--- src/rtl/la_pkg.sv ---
// ----------------------------------------------------------------------------
// la_pkg
// Shared types and constants for the logic-analyser capture block.
//   trig_mode_e : how the trigger probe is qualified (level high/low, edges)
//   la_state_e  : capture controller states
//   MODE_*      : numeric trigger-mode encodings as seen on trig_mode_i
//   trigMatch() : evaluates one trigger condition from the current and
//                 previous probe values
// ----------------------------------------------------------------------------
package la_pkg;

   localparam logic [1:0] MODE_LEVEL_HIGH = 2'd0;
   localparam logic [1:0] MODE_LEVEL_LOW  = 2'd1;
   localparam logic [1:0] MODE_RISING     = 2'd2;
   localparam logic [1:0] MODE_FALLING    = 2'd3;

   typedef enum logic [1:0] {
      TRIG_LEVEL_HIGH = MODE_LEVEL_HIGH,
      TRIG_LEVEL_LOW  = MODE_LEVEL_LOW,
      TRIG_RISING     = MODE_RISING,
      TRIG_FALLING    = MODE_FALLING
   } trig_mode_e;

   typedef enum logic [2:0] {
      ST_IDLE,
      ST_PRE,
      ST_WAIT,
      ST_POST,
      ST_READ
   } la_state_e;

   // Edge modes look at the registered previous probe value, level modes
   // only at the current one.
   function automatic logic trigMatch(input trig_mode_e mode,
                                      input logic       cur,
                                      input logic       prev);
      logic m;
      case (mode)
         TRIG_LEVEL_HIGH: m = cur;
         TRIG_LEVEL_LOW:  m = ~cur;
         TRIG_RISING:     m = cur & ~prev;
         TRIG_FALLING:    m = ~cur & prev;
         default:         m = 1'b0;
      endcase
      return m;
   endfunction

endpackage

--- src/rtl/la_capture_ram.sv ---
// ----------------------------------------------------------------------------
// la_capture_ram
// Simple dual-port sample buffer, DEPTH x DATA_W, one write port and one
// read port with a registered (1-cycle) read. The read register only
// updates when re_i is high, so a fetched word is held until the next read.
// Ports:
//   clk_i            clock
//   we_i/waddr_i/wdata_i   write port
//   re_i/raddr_i     read request; rdata_o valid the cycle after re_i
//   rdata_o          registered read data
// ----------------------------------------------------------------------------
module la_capture_ram #(
   parameter  int DATA_W = 18,
   parameter  int DEPTH  = 256,
   localparam int AW     = $clog2(DEPTH)
) (
   input  logic              clk_i,
   input  logic              we_i,
   input  logic [AW-1:0]     waddr_i,
   input  logic [DATA_W-1:0] wdata_i,
   input  logic              re_i,
   input  logic [AW-1:0]     raddr_i,
   output logic [DATA_W-1:0] rdata_o
);

   logic [DATA_W-1:0] mem [DEPTH];
   logic [DATA_W-1:0] rdata_q;

   // Sample write; contents are deliberately never cleared.
   always_ff @(posedge clk_i) begin
      if (we_i) begin
         mem[waddr_i] <= wdata_i;
      end
   end

   // Registered read, held while no new read is requested.
   always_ff @(posedge clk_i) begin
      if (re_i) begin
         rdata_q <= mem[raddr_i];
      end
   end

   assign rdata_o = rdata_q;

endmodule

--- src/rtl/la_capture.sv ---
// ----------------------------------------------------------------------------
// la_capture
// Single-clock logic-analyser capture engine. After an arm pulse it records
// pretrig samples, waits for a trigger, fills the rest of the circular
// buffer and then streams DEPTH words, oldest first, over a valid/ready
// interface.
// Ports:
//   clk_i, rst_i           clock, synchronous active-high reset
//   data_i                 probe vector
//   trig_i, trig_mode_i    trigger probe and mode (latched on arm)
//   pretrig_i              pre-trigger sample count (latched on arm)
//   arm_i                  start / restart pulse
//   trig_cnt_i             (LA_TRIG_COUNT_EN only) fire on Nth match, 0 = 1
//   armed_o, triggered_o, done_o   status flags
//   rd_valid_o, rd_ready_i, rd_data_o, rd_last_o   readout stream
// Optional feature macro: LA_TRIG_COUNT_EN
// ----------------------------------------------------------------------------
module la_capture
   import la_pkg::*;
#(
   parameter  int DATA_W = 18,
   parameter  int DEPTH  = 256,
   localparam int AW     = $clog2(DEPTH)
) (
   input  logic              clk_i,
   input  logic              rst_i,
   input  logic [DATA_W-1:0] data_i,
   input  logic              trig_i,
   input  logic [1:0]        trig_mode_i,
   input  logic [AW-1:0]     pretrig_i,
   input  logic              arm_i,
`ifdef LA_TRIG_COUNT_EN
   input  logic [7:0]        trig_cnt_i,
`endif
   output logic              armed_o,
   output logic              triggered_o,
   output logic              done_o,
   output logic              rd_valid_o,
   input  logic              rd_ready_i,
   output logic [DATA_W-1:0] rd_data_o,
   output logic              rd_last_o
);

   localparam logic [AW:0] NUM_WORDS = (AW+1)'(DEPTH);
   localparam logic [AW:0] LAST_WORD = NUM_WORDS - (AW+1)'(1);

   la_state_e         state_q, state_d;
   trig_mode_e        mode_q, mode_d;
   logic [AW-1:0]     pretrig_q, pretrig_d;
   logic [AW-1:0]     wrPtr_q, wrPtr_d;
   logic [AW-1:0]     trigPtr_q, trigPtr_d;
   logic              trigPrev_q;
   logic              triggered_q, triggered_d;
   logic [AW:0]       rdCnt_q, rdCnt_d;
   logic              ramVld_q, ramVld_d;
   logic              ramLast_q, ramLast_d;
   logic              rdValid_q, rdValid_d;
   logic              rdLast_q, rdLast_d;
   logic [DATA_W-1:0] rdData_q, rdData_d;

   logic              capturing, wrEn, waitMatch, fire;
   logic [AW-1:0]     startPtr, lastPostPtr, ramAddr;
   logic              inRead, xfer, finalXfer, loadOut, slotFree, issue;
   logic [DATA_W-1:0] ramRdata;

   assign capturing   = (state_q == ST_PRE) || (state_q == ST_WAIT) || (state_q == ST_POST);
   assign wrEn        = capturing && !arm_i;
   assign waitMatch   = (state_q == ST_WAIT) && !arm_i && trigMatch(mode_q, trig_i, trigPrev_q);
   assign startPtr    = trigPtr_q - pretrig_q;
   // POST ends on the slot just before the oldest pre-trigger sample.
   assign lastPostPtr = startPtr - AW'(1);

   // Readout pipeline: RAM output acts as a one-word prefetch stage in front
   // of the output register, so a stalled word never has to be re-read.
   assign inRead    = (state_q == ST_READ);
   assign xfer      = rdValid_q && rd_ready_i;
   assign finalXfer = inRead && xfer && rdLast_q;
   assign loadOut   = inRead && ramVld_q && (!rdValid_q || rd_ready_i);
   assign slotFree  = !ramVld_q || loadOut;
   assign issue     = inRead && slotFree && (rdCnt_q < NUM_WORDS);
   assign ramAddr   = startPtr + rdCnt_q[AW-1:0];

`ifdef LA_TRIG_COUNT_EN
   logic [7:0] trigCnt_q, matchCnt_q, trigTarget;

   assign trigTarget = (trigCnt_q == 8'd0) ? 8'd1 : trigCnt_q;
   assign fire       = waitMatch && ((matchCnt_q + 8'd1) >= trigTarget);

   // Match counter for the Nth-match trigger; restarted by every arm.
   always_ff @(posedge clk_i) begin
      if (rst_i) begin
         trigCnt_q  <= 8'd0;
         matchCnt_q <= 8'd0;
      end else if (arm_i) begin
         trigCnt_q  <= trig_cnt_i;
         matchCnt_q <= 8'd0;
      end else if (waitMatch) begin
         matchCnt_q <= matchCnt_q + 8'd1;
      end
   end
`else
   assign fire = waitMatch;
`endif

   la_capture_ram #(
      .DATA_W (DATA_W),
      .DEPTH  (DEPTH)
   ) u_ram (
      .clk_i   (clk_i),
      .we_i    (wrEn),
      .waddr_i (wrPtr_q),
      .wdata_i (data_i),
      .re_i    (issue),
      .raddr_i (ramAddr),
      .rdata_o (ramRdata)
   );

   // State register.
   always_ff @(posedge clk_i) begin
      if (rst_i) begin
         state_q <= ST_IDLE;
      end else begin
         state_q <= state_d;
      end
   end

   // Next state. Arm wins over everything except reset; a zero pre-trigger
   // count skips PRE and a full pre-trigger window skips POST.
   always_comb begin
      state_d = state_q;
      if (arm_i) begin
         state_d = (pretrig_i == '0) ? ST_WAIT : ST_PRE;
      end else begin
         case (state_q)
            ST_PRE:  if (wrPtr_q == pretrig_q - AW'(1)) state_d = ST_WAIT;
            ST_WAIT: if (fire) state_d = (&pretrig_q) ? ST_READ : ST_POST;
            ST_POST: if (wrPtr_q == lastPostPtr) state_d = ST_READ;
            ST_READ: if (finalXfer) state_d = ST_IDLE;
            default: ;
         endcase
      end
   end

   // Status outputs decoded from the state.
   always_comb begin
      armed_o = capturing;
      done_o  = inRead;
   end

   // Datapath next-state: write pointer, trigger bookkeeping and readout.
   always_comb begin
      mode_d      = mode_q;
      pretrig_d   = pretrig_q;
      wrPtr_d     = wrEn ? (wrPtr_q + AW'(1)) : wrPtr_q;
      trigPtr_d   = trigPtr_q;
      triggered_d = triggered_q;
      rdCnt_d     = rdCnt_q;
      ramVld_d    = ramVld_q;
      ramLast_d   = ramLast_q;
      rdValid_d   = rdValid_q;
      rdLast_d    = rdLast_q;
      rdData_d    = rdData_q;
      if (arm_i) begin
         mode_d      = trig_mode_e'(trig_mode_i);
         pretrig_d   = pretrig_i;
         wrPtr_d     = '0;
         triggered_d = 1'b0;
         rdCnt_d     = '0;
         ramVld_d    = 1'b0;
         ramLast_d   = 1'b0;
         rdValid_d   = 1'b0;
         rdLast_d    = 1'b0;
      end else begin
         if (fire) begin
            trigPtr_d   = wrPtr_q;
            triggered_d = 1'b1;
         end
         if (issue) begin
            rdCnt_d   = rdCnt_q + (AW+1)'(1);
            ramLast_d = (rdCnt_q == LAST_WORD);
         end
         ramVld_d = issue || (ramVld_q && !loadOut);
         if (loadOut) begin
            rdData_d  = ramRdata;
            rdValid_d = 1'b1;
            rdLast_d  = ramLast_q;
         end else if (xfer) begin
            rdValid_d = 1'b0;
            rdLast_d  = 1'b0;
         end
         if (finalXfer) begin
            rdCnt_d  = '0;
            ramVld_d = 1'b0;
         end
      end
   end

   // Datapath registers; reset clears everything except the sample buffer.
   always_ff @(posedge clk_i) begin
      if (rst_i) begin
         mode_q      <= TRIG_LEVEL_HIGH;
         pretrig_q   <= '0;
         wrPtr_q     <= '0;
         trigPtr_q   <= '0;
         triggered_q <= 1'b0;
         rdCnt_q     <= '0;
         ramVld_q    <= 1'b0;
         ramLast_q   <= 1'b0;
         rdValid_q   <= 1'b0;
         rdLast_q    <= 1'b0;
         rdData_q    <= '0;
      end else begin
         mode_q      <= mode_d;
         pretrig_q   <= pretrig_d;
         wrPtr_q     <= wrPtr_d;
         trigPtr_q   <= trigPtr_d;
         triggered_q <= triggered_d;
         rdCnt_q     <= rdCnt_d;
         ramVld_q    <= ramVld_d;
         ramLast_q   <= ramLast_d;
         rdValid_q   <= rdValid_d;
         rdLast_q    <= rdLast_d;
         rdData_q    <= rdData_d;
      end
   end

   // Previous trigger value for edge detection, tracked every cycle so it
   // is freshly loaded on the arm cycle.
   always_ff @(posedge clk_i) begin
      if (rst_i) begin
         trigPrev_q <= 1'b0;
      end else begin
         trigPrev_q <= trig_i;
      end
   end

   assign triggered_o = triggered_q;
   assign rd_valid_o  = rdValid_q;
   assign rd_data_o   = rdData_q;
   assign rd_last_o   = rdLast_q;

endmodule

--- config.mk ---
export PLATFORM = sky130hd
export DESIGN_NAME = la_capture
export DESIGN_NICKNAME = d
export VERILOG_FILES = /design/src/rtl/la_pkg.sv /design/src/rtl/la_capture_ram.sv /design/src/rtl/la_capture.sv
export SDC_FILE = /design/constraint.sdc
export NUM_CORES = 2
export LEC_CHECK = 0
export CORE_MARGIN = 2
export CORE_UTILIZATION = 55
export CTS_BUF_LIST = sky130_fd_sc_hd__clkbuf_2 sky130_fd_sc_hd__clkbuf_4 sky130_fd_sc_hd__clkbuf_8
export CTS_CLUSTER_SIZE = 40
export DETAILED_ROUTE_END_ITERATION = 7
export PLACE_DENSITY = 0.72
export SYNTH_ARGS = -nofsm -noshare
export SYNTH_HDL_FRONTEND = slang
export SYNTH_HIERARCHICAL = 1
export SYNTH_MEMORY_MAX_BITS = 65536
export SYNTH_SLANG_ARGS = --single-unit
--- constraint.sdc ---
create_clock -name clk_i -period 5.98 [get_ports clk_i]
set_input_delay 0.598 -clock clk_i [delete_from_list [all_inputs] [get_ports clk_i]]
set_output_delay 0.598 -clock clk_i [all_outputs]
set_load 0.05 [all_outputs]
### Word level (Yosys, flattened, before mapping)

Memory sizes are Yosys's and may differ from the RTL's. A register that Yosys moved wholly into a read port is not among the register bits.
Cells that the tools add are included.

| storage, ports and cells | value |
|---|---|
| input port bits | 33 |
| RAM bits | 4608 |
| latch bits | 0 |
| memories kept | 1 |
| logic and storage cells | 84 |
| register bits after elaboration | 62 |
| memory bits (read-only) | 0 |

| cells by class | value |
|---|---|
| multiplexer cells | 14 |
| add/sub/neg operators | 6 |
| shift operators | 0 |
| order comparisons | 1 |
| bitwise logic cells | 5 |
| div/mod/pow operators | 0 |
| multipliers | 0 |
| reduce and logical (&&, ||, !) cells | 30 |
| equal/unequal tests | 14 |

Memory list:

| name | words | bits a word | read ports | clocked after Yosys merged registers in | wr ports | line | text |
|---|---|---|---|---|---|---|---|
| u_ram.mem | 256 | 18 | 1 | 1 | 1 | la_capture_ram.sv:26 | `logic [DATA_W-1:0] mem [DEPTH];` |

Operators with widths:

| kind | number |
|---|---|
| 2-to-1 mux 3 bit | 6 |
| == test 8 bit | 2 |
| subtractor 8 x 1 -> 8 bit (second input constant) | 2 |
| case mux 3 bit (4 select lines) | 1 |
| logical AND 1 bit | 11 |
| adder 9 x 1 -> 9 bit (second input constant) | 1 |
| == test 9 x 8 -> 1 bit (second input constant) | 1 |
| less-than comparator 9 bit (second input constant) | 1 |
| != test 3 x 2 -> 1 bit (second input constant) | 3 |
| adder 8 x 1 -> 8 bit (second input constant) | 1 |
| adder 8 bit | 1 |
| zero test 8 bit | 1 |
| AND reduction 8 bit | 1 |
| subtractor 8 bit | 1 |
| == test 3 x 2 -> 1 bit (second input constant) | 2 |
| logical OR 1 bit | 5 |
| 2-to-1 mux 1 bit | 5 |
| AND reduction 5 bit | 1 |
| nonzero test 5 bit | 1 |
| == test 2 bit (second input constant) | 2 |
| zero test 1 bit | 4 |
| case mux 1 bit (4 select lines) | 1 |
| AND reduction 2 bit | 2 |
| == test 3 x 1 -> 1 bit (second input constant) | 1 |
| other kinds (10) | 13 |

### Logic depth before layout (Yosys ltp)

| logic depth | value |
|---|---|
| word-level depth | 7 |
| gate-level depth with buffers | 21 |
| mapped depth without buffers | 19 |

### Cells and area by module

The synthesis kept the hierarchy.

Modules (own cells, without submodules):

| module | area each (um2) | instances | cells each | sequential area each (um2) |
|---|---|---|---|---|
| la_capture_ram | 178402.4 | 1 | 8281 | 138913.2 |
| la_capture | 3737.3 | 1 | 451 | 1241.2 |

### Least setup slack after synthesis

Ideal clock, no wire load.

| timing path | value |
|---|---|
| path kind | flip-flop to flip-flop |
| start point | register pretrig_q[0] |
| end point | register u_ram.rdata_q[1] (netlist: u_ram/rdata_o[1]), read port of u_ram.mem (data pin) |
| stages on the path, launching flop included | 20 |
| path buffers | 1 |
| required time | 5.721 ns |
| arrival time | 4.194 ns |
| setup slack | 1.526 ns |
| library setup time | 0.259 ns |
| cell sequence | dfxtp_1 -> ha_1 -> inv_1 -> fa_1 -> xor2_1 -> ha_1 -> a21oi_1 -> o21bai_1 -> a21o_1 -> maj3_1 -> a21oi_1 -> xor2_1 -> nand3b_1 -> nor2_1 -> nand2_1 -> clkbuf_1 -> a21oi_1 -> a21oi_1 -> nand4_1 -> nor4_2 |

| between the ends | value |
|---|---|
| word-level cells in the longest chain between the ends | 2 |

Ends and longest elaborated chain:

| item | line | text |
|---|---|---|
| start: declaration | la_capture.sv:49 | `logic [AW-1:0] pretrig_q, pretrig_d;` |
| start signal: assignment | la_capture.sv:214 | `pretrig_q <= pretrig_d;` |
| subtractor 8 bit | la_capture.sv:69 | `assign startPtr = trigPtr_q - pretrig_q;` |
| adder 8 bit | la_capture.sv:81 | `assign ramAddr = startPtr + rdCnt_q[AW-1:0];` |
| named net ramAddr[7] | la_capture.sv:62 | `logic [AW-1:0] startPtr, lastPostPtr, ramAddr;` |
| end: declaration | la_capture_ram.sv:27 | `logic [DATA_W-1:0] rdata_q;` |

The timed path passes the listed nets, and every way through them passes these cells.
A chain may end at the register's enable or synchronous reset.

### Worst setup path after layout

| timing path | value |
|---|---|
| start point | register pretrig_q[0] |
| end point | register u_ram.rdata_q[5] (netlist: u_ram/rdata_o[5]), read port of u_ram.mem (data pin) |

The elaborated chain is that of the path after synthesis.

==> impl_metrics.tcl <==
set metrics [dict create \
    outcome "finished clean" \
    nFillCells 22191 \
    rsz0062_at_grt "no" \
    fin_area_um2 204900 \
    start_util_pct 55.19 \
    arrival_ps 6700 \
    min_period_over_period_pct 95.32 \
    antenna_found_initial 8 \
    pre_cts_slack_ps 59.29 \
    synth_cells 8732 \
    seq_area_frac_synth_pct 76.95 \
    power.switching_w 0.01686 \
    clkSinkCount 4688 \
    grt.overflow.total 0 \
    synth_cell_types 76 \
    drc 0 \
    clk_pin_slew_worst_paths_ps 60 \
    maxCapViolations 0 \
    grt_pass1_wl_um 677800 \
    cts_tree "built" \
    ys_warn_count 6 \
    hp-class "in -> reg" \
    setup_viol 0 \
    wl_per_cell_um 33.01 \
    dieArea_um2 335800 \
    worst_slack_ps 279.7 \
    area_growth_pct 12.52 \
    hpwl_um 284600 \
    drt-initial-drc-count 13716 \
    layout_min_cycle_time_ps 5700 \
    synthFlopType "edfxtp_1" \
    slew_headroom_pct 13.79 \
    p_int_w 0.05212 \
    async_flop_share_pct 0 \
    slew_violations 0 \
    ys_seq_elements 4688 \
    finalClockSkew_ps 74.50 \
    crit_path_max_fanout 12 \
    final_common_cell "edfxtp_1" \
    cp-end-kind "flop" \
    power.share.sequential_pct 52.4 \
    required_ps 6980 \
    vias 95057 \
    final_nets 9622 \
    io_buffer_count 55 \
    synth_edf_count 4626 \
    critPathKind "reg -> reg" \
    place_congestion 1.014 \
    clk_path_buf_depth 4 \
    cellPowerDensity_nw_per_um2 336.6 \
    worst_setup_path_start_kind "flop" \
    max-vdd-ir-drop_v 0.0002410 \
    fmax_mhz 175.4 \
    drt_first_pass_iters 6 \
    wl_um 477900 \
    core.rowCount 211 \
    syn_nets 8786 \
    drive_gt1_share_pct 27.44 \
    power.total_w 0.06898 \
    postCtsSetupBuffers 0 \
    ant_nets 0 \
    cts-root-buf "clkbuf_8" \
    swShare_pct 24.45 \
    die_h_um 579.5 \
    tns_ps 0 \
    syn_area_per_cell_um2 20.86 \
    grtUsageTotal_pct 28.39 \
    numCtsBuffers 718 \
    final_core_util_pct 62.11 \
    leakage_nw 63.39 \
    via_per_inst 6.564 \
    clkPwrFrac_pct 37.5 \
    combPwrFrac_pct 10.1 \
    clkLatencyLatePin_ps 1250 \
    final_cell_mix "edfxtp_1, mux4_2, mux2i_1" \
    grt_max_degree 195 \
    worst_pin_slew_ps 1293 \
    io-pin-count 56 \
    synth_area_um2 182100 \
    finalHoldViolations 0 \
    core_um2 330000 \
    htreeDepth 6 \
    placed_cell_area_um2 190700 \
    die_x_um 579.5 \
    grt_pass1_vias 93503 \
]
[power groups by stage]
| stage | sequential, W | combinational [W] | clock [W] |
|---|---|---|---|
| after floorplan | 0.0368 | 0.00359 | 0 |
| after global placement | 0.0368 | 0.00671 | 0 |
| after detailed placement | 0.0368 | 0.00678 | 0 |
| after CTS | 0.0362 | 0.00682 | 0.0262 |
| after global routing | 0.0361 | 0.00712 | 0.0276 |
| final | 0.0362 | 0.00695 | 0.0259 |
[cell type report]
cell class                 instances  area (µm²)  share of cell area, %
clock buffer                     969       11800                  5.756
timing repair buffer             631        5998                  2.927
multi-input combinational       3502       39340                  19.19
inverter                          27       121.4                0.05922
tap                             4366        5463                  2.665
clock inverter                   289        2056                  1.003
sequential                      4688      140200                  68.38
antenna                            9       22.52                0.01099
[worst paths after layout]
| path | from | endpoint | slack, ps | depth (start not counted) |
|---|---|---|---|---|
| setup reg to reg | pretrig_q[0] | u_ram/rdata_o[5] | 280 | 19 |
| setup / recovery | pretrig_q[0] | u_ram/rdata_o[5] | 280 | 19 |
| hold / removal | pretrig_i[1] | pretrig_q[1] | 150 | 3 |
| hold reg to reg | triggered_o | triggered_o | 450 | 2 |
[synthesized netlist by cell type, drive strengths merged, types with 5 or more instances]
library cell     n  area [µm²]
a22oi           53       397.9
xnor2           18       157.7
xor2            23       201.4
nor2b           12       75.07
nand3           33       165.2
nor2           349        1310
buf            272        2231
o22ai          239        1495
inv             26       97.60
a21o             5       37.54
a31oi           23       143.9
o221ai         318        2791
o211ai          13       97.59
ha              19       237.7
nand4           33       206.5
nand2          128       480.5
clkbuf         243       912.1
or4              5       41.29
or3              6       37.54
mux2i          813        8138
dfxtp           62        1241
edfxtp        4626      138900
mux4           864       19460
nand2b          11       68.82
nor4            34       331.6
or2              8       50.05
a22o            19       166.4
nor3           166       830.8
o21ai           28       140.1
a21oi          225        1126
[flip-flops by register name (all words and copies together), names as in the netlist]
name	flops
u_ram/mem	4608
rd_data_o	18
mode_q	2
triggered_o	1
rdCnt_q	9
wrPtr_q	8
ramLast_q	1
rd_last_o	1
trigPtr_q	8
rd_valid_o	1
pretrig_q	8
ramVld_q	1
u_ram/rdata_o	18
trigPrev_q	1
state_q	3
[metal layers]
metal  up-vias  routed length [µm]  global-route usage, %
met2      6135              222900                  43.71
met3      1040               54430                  6.173
met5         -                  45                      0
met4         6               24550                  13.00
li1      38561                   -                      -
met1     49315              176100                  39.38
[cells by family after synthesis]
| kind of cell | synth area share (%) |
|---|---|
| multiplexers | 15.16 |
| flip-flops | 76.95 |
| adder cells (fa/ha/maj) | 0.1635 |
| XOR/XNOR | 0.2219 |
| buffers and inverters | 1.781 |
| AO/OA/AOI/OAI | 3.655 |
| AND/OR/NAND/NOR | 2.073 |
[what timing repair did]
item                                     CTS  global route
pin swaps                                  0             1
endpoints found under the hold margin   1360             0
hold buffers                              35             0
endpoints found under the setup margin     1            18
resized for setup                          1             3
[through the flow]
stage | std cells | hold slack (ps)
floorplan | 8732 | 450.0
global placement | 13179 | 446.5
detailed placement | 13179 | 445.3
CTS | 14472 | 18.68
global route | 14473 | 99.73
finish | 14481 | 150.5
[critical path, cell delays in order, from the launching register on]
cell	delay [ps]
dfxtp_1	450
ha_1	220
inv_1	70
fa_1	470
xor2_1	330
ha_1	350
a21oi_1	310
o21bai_1	110
a21o_1	210
xnor2_1	160
xnor2_2	830
nand3_1	510
nor2_1	280
nand2_1	310
buf_4	260
a21oi_1	180
buf_4	150
a31oi_1	30
nand4_1	180
nor4_2	60
No activity file was read; power rests on OpenSTA's default activity.
